**config.mk**
```make
export PLATFORM = sky130hd
export DESIGN_NAME = usb_sie_regs
export DESIGN_NICKNAME = d
export VERILOG_FILES = /design/src/rtl/usb_sie_regs.sv
export SDC_FILE = /design/constraint.sdc
export NUM_CORES = 1
export LEC_CHECK = 0
export ABC_AREA = 0
export CAP_MARGIN = 20
export CELL_PAD_IN_SITES_DETAIL_PLACEMENT = 2
export CELL_PAD_IN_SITES_GLOBAL_PLACEMENT = 2
export CORE_MARGIN = 1
export CORE_UTILIZATION = 41
export CTS_CLUSTER_DIAMETER = 50
export DETAILED_ROUTE_END_ITERATION = 6
export PLACE_DENSITY_LB_ADDON = 0.1
export SLEW_MARGIN = 15
export SYNTH_ARGS = -nofsm -noshare
export SYNTH_HDL_FRONTEND = slang
export SYNTH_SLANG_ARGS = --single-unit
```
**constraint.sdc**
```tcl
create_clock -name clk -period 5.05 [get_ports clk]
set_input_delay 1.515 -clock clk [delete_from_list [all_inputs] [get_ports clk]]
set_output_delay 1.515 -clock clk [all_outputs]
set_load 0.01 [all_outputs]
```
**src/rtl/usb_sie_regs.sv**
```systemverilog
// CPU register block for a USB serial interface engine: TX/RX byte FIFOs and status.
// Define USB_SIE_REGS_IRQ_EN to build the interrupt enables and the irq output.
module usb_sie_regs #(
    parameter int FIFO_DEPTH = 8
) (
    input  logic        clk,
    input  logic        reset,
    input  logic [15:0] addr,
    input  logic [15:0] din,
    input  logic        wr,
    input  logic        rd,
    output logic [15:0] dout,
    output logic [7:0]  tx_data,
    output logic        tx_valid,
    output logic        tx_last,
    input  logic        tx_ready,
    input  logic [7:0]  rx_data,
    input  logic        rx_valid,
    input  logic        rx_eop,
    output logic        irq
);

    localparam int AW = $clog2(FIFO_DEPTH);
    localparam logic [4:0] DEPTH_CNT = 5'(FIFO_DEPTH);

    typedef enum logic {IDLE, SEND} tx_state_t;

    logic        sel;
    logic [11:0] offset;
    logic        wr_tx_data, wr_tx_ctrl, wr_rx_ctrl, rd_rx_data;

    assign sel        = (addr[15:12] == 4'h6);
    assign offset     = addr[11:0];
    assign wr_tx_data = wr && sel && (offset == 12'h000);
    assign wr_tx_ctrl = wr && sel && (offset == 12'h002);
    assign wr_rx_ctrl = wr && sel && (offset == 12'h006);
    assign rd_rx_data = rd && sel && (offset == 12'h004);

    // ---------------- TX path ----------------
    tx_state_t       tx_state;
    logic [7:0]      tx_mem [FIFO_DEPTH];
    logic [AW-1:0]   tx_wr_ptr, tx_rd_ptr;
    logic [4:0]      tx_count;
    logic            tx_done, tx_done_nxt;
    logic            tx_full, tx_empty, tx_push, tx_pop, tx_start, tx_done_clr;

    assign tx_full     = (tx_count == DEPTH_CNT);
    assign tx_empty    = (tx_count == 5'd0);
    assign tx_push     = wr_tx_data && (tx_state == IDLE) && !tx_full;
    assign tx_pop      = (tx_state == SEND) && tx_ready;
    assign tx_start    = wr_tx_ctrl && din[0] && (tx_state == IDLE) && !tx_empty;
    assign tx_done_clr = wr_tx_ctrl && din[1];

    // Popping the final byte must win over a same-cycle clear so the event is never lost.
    always_comb begin
        tx_done_nxt = tx_done;
        if (tx_pop && (tx_count == 5'd1))
            tx_done_nxt = 1'b1;
        else if (tx_done_clr)
            tx_done_nxt = 1'b0;
    end

    always_ff @(posedge clk) begin
        if (reset) begin
            tx_state  <= IDLE;
            tx_wr_ptr <= '0;
            tx_rd_ptr <= '0;
            tx_count  <= 5'd0;
            tx_done   <= 1'b0;
        end else begin
            tx_done <= tx_done_nxt;
            case (tx_state)
                IDLE: begin
                    if (tx_push) begin
                        tx_wr_ptr <= tx_wr_ptr + 1'b1;
                        tx_count  <= tx_count + 5'd1;
                    end
                    if (tx_start)
                        tx_state <= SEND;
                end
                SEND: begin
                    if (tx_pop) begin
                        tx_rd_ptr <= tx_rd_ptr + 1'b1;
                        tx_count  <= tx_count - 5'd1;
                        if (tx_count == 5'd1)
                            tx_state <= IDLE;
                    end
                end
                default: tx_state <= IDLE;
            endcase
        end
    end

    always_ff @(posedge clk) begin
        if (tx_push)
            tx_mem[tx_wr_ptr] <= din[7:0];
    end

    // Pushes are blocked in SEND, so the head byte and count cannot move under backpressure.
    assign tx_valid = (tx_state == SEND);
    assign tx_data  = tx_mem[tx_rd_ptr];
    assign tx_last  = (tx_state == SEND) && (tx_count == 5'd1);

    // ---------------- RX path ----------------
    logic [7:0]      rx_mem [FIFO_DEPTH];
    logic [AW-1:0]   rx_wr_ptr, rx_rd_ptr;
    logic [4:0]      rx_count;
    logic            rx_done, rx_done_nxt, rx_overflow, rx_overflow_nxt;
    logic            rx_full, rx_empty, rx_push, rx_pop, rx_flush, rx_clr, rx_ovf_set;

    assign rx_full    = (rx_count == DEPTH_CNT);
    assign rx_empty   = (rx_count == 5'd0);
    assign rx_pop     = rd_rx_data && !rx_empty;
    assign rx_flush   = wr_rx_ctrl && din[1];
    assign rx_clr     = wr_rx_ctrl && din[0];
    assign rx_push    = rx_valid && (!rx_full || rx_pop) && !rx_flush;
    assign rx_ovf_set = rx_valid && rx_full && !rx_pop && !rx_flush;

    always_comb begin
        rx_done_nxt     = rx_done;
        rx_overflow_nxt = rx_overflow;
        if (rx_eop)
            rx_done_nxt = 1'b1;
        else if (rx_clr)
            rx_done_nxt = 1'b0;
        if (rx_ovf_set)
            rx_overflow_nxt = 1'b1;
        else if (rx_clr)
            rx_overflow_nxt = 1'b0;
    end

    always_ff @(posedge clk) begin
        if (reset) begin
            rx_wr_ptr   <= '0;
            rx_rd_ptr   <= '0;
            rx_count    <= 5'd0;
            rx_done     <= 1'b0;
            rx_overflow <= 1'b0;
        end else begin
            rx_done     <= rx_done_nxt;
            rx_overflow <= rx_overflow_nxt;
            if (rx_flush) begin
                rx_wr_ptr <= '0;
                rx_rd_ptr <= '0;
                rx_count  <= 5'd0;
            end else begin
                if (rx_push)
                    rx_wr_ptr <= rx_wr_ptr + 1'b1;
                if (rx_pop)
                    rx_rd_ptr <= rx_rd_ptr + 1'b1;
                if (rx_push && !rx_pop)
                    rx_count <= rx_count + 5'd1;
                else if (rx_pop && !rx_push)
                    rx_count <= rx_count - 5'd1;
            end
        end
    end

    always_ff @(posedge clk) begin
        if (rx_push)
            rx_mem[rx_wr_ptr] <= rx_data;
    end

    // ---------------- Interrupts ----------------
    logic tx_irq_en_rd, rx_irq_en_rd;

`ifdef USB_SIE_REGS_IRQ_EN
    logic tx_irq_en, rx_irq_en, tx_irq_en_nxt, rx_irq_en_nxt;

    assign tx_irq_en_nxt = wr_tx_ctrl ? din[15] : tx_irq_en;
    assign rx_irq_en_nxt = wr_rx_ctrl ? din[15] : rx_irq_en;

    // irq is computed from next-state values so it lines up with the flag registers.
    always_ff @(posedge clk) begin
        if (reset) begin
            tx_irq_en <= 1'b0;
            rx_irq_en <= 1'b0;
            irq       <= 1'b0;
        end else begin
            tx_irq_en <= tx_irq_en_nxt;
            rx_irq_en <= rx_irq_en_nxt;
            irq       <= (tx_done_nxt && tx_irq_en_nxt) || (rx_done_nxt && rx_irq_en_nxt);
        end
    end

    assign tx_irq_en_rd = tx_irq_en;
    assign rx_irq_en_rd = rx_irq_en;
`else
    assign irq          = 1'b0;
    assign tx_irq_en_rd = 1'b0;
    assign rx_irq_en_rd = 1'b0;
`endif

    logic unused_din_bits;
    assign unused_din_bits = ^din[15:8];

    // ---------------- CPU read path ----------------
    logic [15:0] rd_value;

    always_comb begin
        rd_value = 16'h0000;
        if (sel) begin
            case (offset)
                12'h002: rd_value = {tx_irq_en_rd, 6'b0, tx_count, tx_done, tx_empty, tx_full,
                                     (tx_state == SEND)};
                12'h004: rd_value = {8'h00, rx_empty ? 8'h00 : rx_mem[rx_rd_ptr]};
                12'h006: rd_value = {rx_irq_en_rd, 6'b0, rx_count, 1'b0, rx_empty, rx_overflow,
                                     rx_done};
                default: rd_value = 16'h0000;
            endcase
        end
    end

    always_ff @(posedge clk) begin
        if (reset)
            dout <= 16'h0000;
        else
            dout <= (rd && sel) ? rd_value : 16'h0000;
    end

endmodule
```
==> run metrics <==
CTS tree yes; leading post-synthesis cells by cell area edfxtp_1 54%, dfxtp_1 12%, mux4_2 10%, ha_1 2.3%, mux2i_1 2.3%; Remaining Overflow, GRT 0; CP Capture Type register; Yosys warning total 0; Post-synth top flop edfxtp_1; EDFF count, synth 128; total wire length 17.6 mm; slowest cell on the critical path clkdlybuf4s50_1; area growth from synthesis to layout 21.5%; CP Launch Type input port; routed len/inst 22.9 um; Yosys top cell area share 0.540; core area 16800 um^2; Multi-input gate area 2290 um^2; site row count 47; synthesized flop and latch total 169; DRC 0; die width 134 um; CTS HTree Levels 4; vias in the first global route 4776; number of CTS-inserted buffers 17; Port Buffer Count 57; Resized cells post-CTS 0; postcts setup bufs 0; Max Fclk 220 MHz; Worst Tran Pin Value 881 ps; Die Y 134 um; Setup TNS 0 ps; FF/Latch Area 4660 um^2; largest net degree at the start of global routing 22; placed wire-length estimate 12.0 mm; initial antenna violation count 0; share of cells above drive strength 1 0.213; Initial DRC Count 182; gr usage total 0.212; Post-Syn Instances 455; endpoints failing hold 0; vias per cell 5.41; final instance count without filler cells 769; first-pass GRT wire length 27.3 mm; # diodes 0; worst reg2reg path startpoint rx_count[0]$_SDFFE_PP0P_; initial core utilization 0.424; most common cell in the netlist edfxtp_1; Worst-path clk slew 70 ps; mapped cell area 7110 um^2; CTS sink cnt 169; crit-path max FO 4; I/O pins 74; Rel. slew slack 0.412; syn_area_per_cell 15.6 um^2; sequential cell area fraction in the yosys report 0.656; pwr dens 367 nW/um^2; clk root buf clkbuf_16; max_cap viols 0; DRT Pass-1 Iters 5; synth unique cells 58; filler cell count 1548; Final Skew 12.0 ps; Layout Utilization 0.516; Clk Latency, worst-skew pair 440 ps; Final nets 597; worst-path cell chain clkdlybuf4s50_1 > nor4_4 > and4_1 > a21boi_0 > nand2_1 > inv_1 > ha_1 > inv_1 > ha_1 > nor2b_1 > o21a_1 > or3_1 > a21oi_1 > mux2_2; outcome finished, final reports clean; gpl congestion 0.761; Peak supply drop 231 uV; crit-path max cell delay 440 ps; Worst Path Buf+Inv 3; delay-heaviest family, CP simple AND/OR/NAND/NOR gates; Tcrit/Tclk final 0.900; Slew Limit Fails 0; critical path start-end classification in -> reg; Worst Path Required 5380 ps; HP Start tx_rd_ptr[1]$_SDFFE_PP0P_; share of synthesized registers carrying an async set or reset 0; unrepaired setup endpoints after global routing no; cts hold-fix bufs 0; via count 4158; setup violators final 0; leading cell types by count after synthesis 128 x edfxtp_1, 41 x dfxtp_1, 33 x nor2_1; static leakage 2.92 nW; Crit path arrival time 4880 ps; DRT antenna net count 0; Die ar. 17900 um^2; worst hold path type reg -> reg; crit path launch addr[5]; CTS max path bufs 2; minimum clock period 4540 ps; Synth area leader edfxtp_1; Placed Cells incl. Taps 737
-- power by group --
part	switching, mW	leakage [nW]	internal (mW)
clock network	0.614	0.292	0.709
logic	0.151	1.14	0.120
registers	0.0388	1.49	1.54
total	0.803	2.92	2.36
-- registers in the layout, summed over array words and instances (netlist names), 3 cells and up, named ones only --
name / count
rx_count: 5
rx_wr_ptr: 3
tx_wr_ptr: 3
rx_rd_ptr: 3
rx_mem: 64
dout: 9
tx_rd_ptr: 3
tx_mem: 64
tx_count: 5
-- cell type report --
class,instances,area share
inverter,11,0.00478
multi-input combinational,253,0.265
sequential,169,0.540
timing repair buffer,84,0.0895
tap,220,0.0319
clock buffer,17,0.0492
clock inverter,15,0.0204
-- path summary, 6_finish.rpt --
check | end | slack (ps) | cells after the start
worst max-delay path | rx_count[4]$_SDFFE_PP0P_ | 510 | 14
worst min-delay path | register | 500 | 2
worst max register to register | rx_count[4]$_SDFFE_PP0P_ | 1430 | 13
worst min register to register | register | 500 | 2
-- cell families after synthesis --
kind of cell / after synthesis / synth area share
other cells: 1 / 0.000527
fa+ha+maj: 14 / 0.0257
buf+inv: 40 / 0.0273
compound gates: 45 / 0.0422
mux: 60 / 0.143
xor+xnor: 9 / 0.0111
simple gates: 117 / 0.0945
flops: 169 / 0.656
-- metal layers --
metal,wire (um),vias up,share of wire,global-route usage
met3,392,20,0.022,0.0506
met2,9540,67,0.54,0.383
li1,-,1898,-,-
met1,7470,2173,0.42,0.252
met5,0,-,0,0
met4,252,0,0.014,0.0562
-- worst register-to-register path, cell delays in order, from the launching register on --
cell	delay, ps
dfxtp_1	380
or4_1	600
o2111a_1	300
a21o_1	230
nand2_1	150
inv_1	70
ha_1	260
inv_1	150
ha_1	260
nor2b_1	140
o21a_1	180
or3_1	300
a21oi_1	170
mux2_2	350
-- layout by cell type (no fill, tap or decap), types with 3 or more instances in the layout --
cell type,netlist,routed
a21oi_1,14,14
buf_4,8,27
mux4_2,32,32
and2_1,8,8
nor2_1,33,33
nand3_1,8,8
clkinv_4,0,3
nor4_1,6,6
clkdlybuf4s50_1,0,57
ha_1,13,13
a21oi_2,3,3
nand2_1,20,20
xnor2_1,3,3
inv_6,0,4
mux2i_1,16,16
clkbuf_16,0,17
nor2b_1,6,6
xor2_1,6,6
and3_1,4,4
dfxtp_1,41,41
o21ai_0,5,5
conb_1,1,8
nor4b_2,2,3
nor3_1,8,8
inv_8,0,4
inv_1,11,11
edfxtp_1,128,128
o22ai_1,7,7
mux2_2,10,10
nor3b_1,4,4
-- metrics by stage --
stage	power, mW	instance area, um^2	hold WS [ps]	worst slack (ps)
2_1_floorplan	1.76	7140	451	788
3_3_place_gp	1.86	8040	469	168
3_5_place_dp	1.88	8040	484	59.3
4_1_cts	3.20	8640	500	471
5_1_grt	3.27	8640	528	336
6_report	3.17	8640	498	507
(Power assumes the default switching activity.)
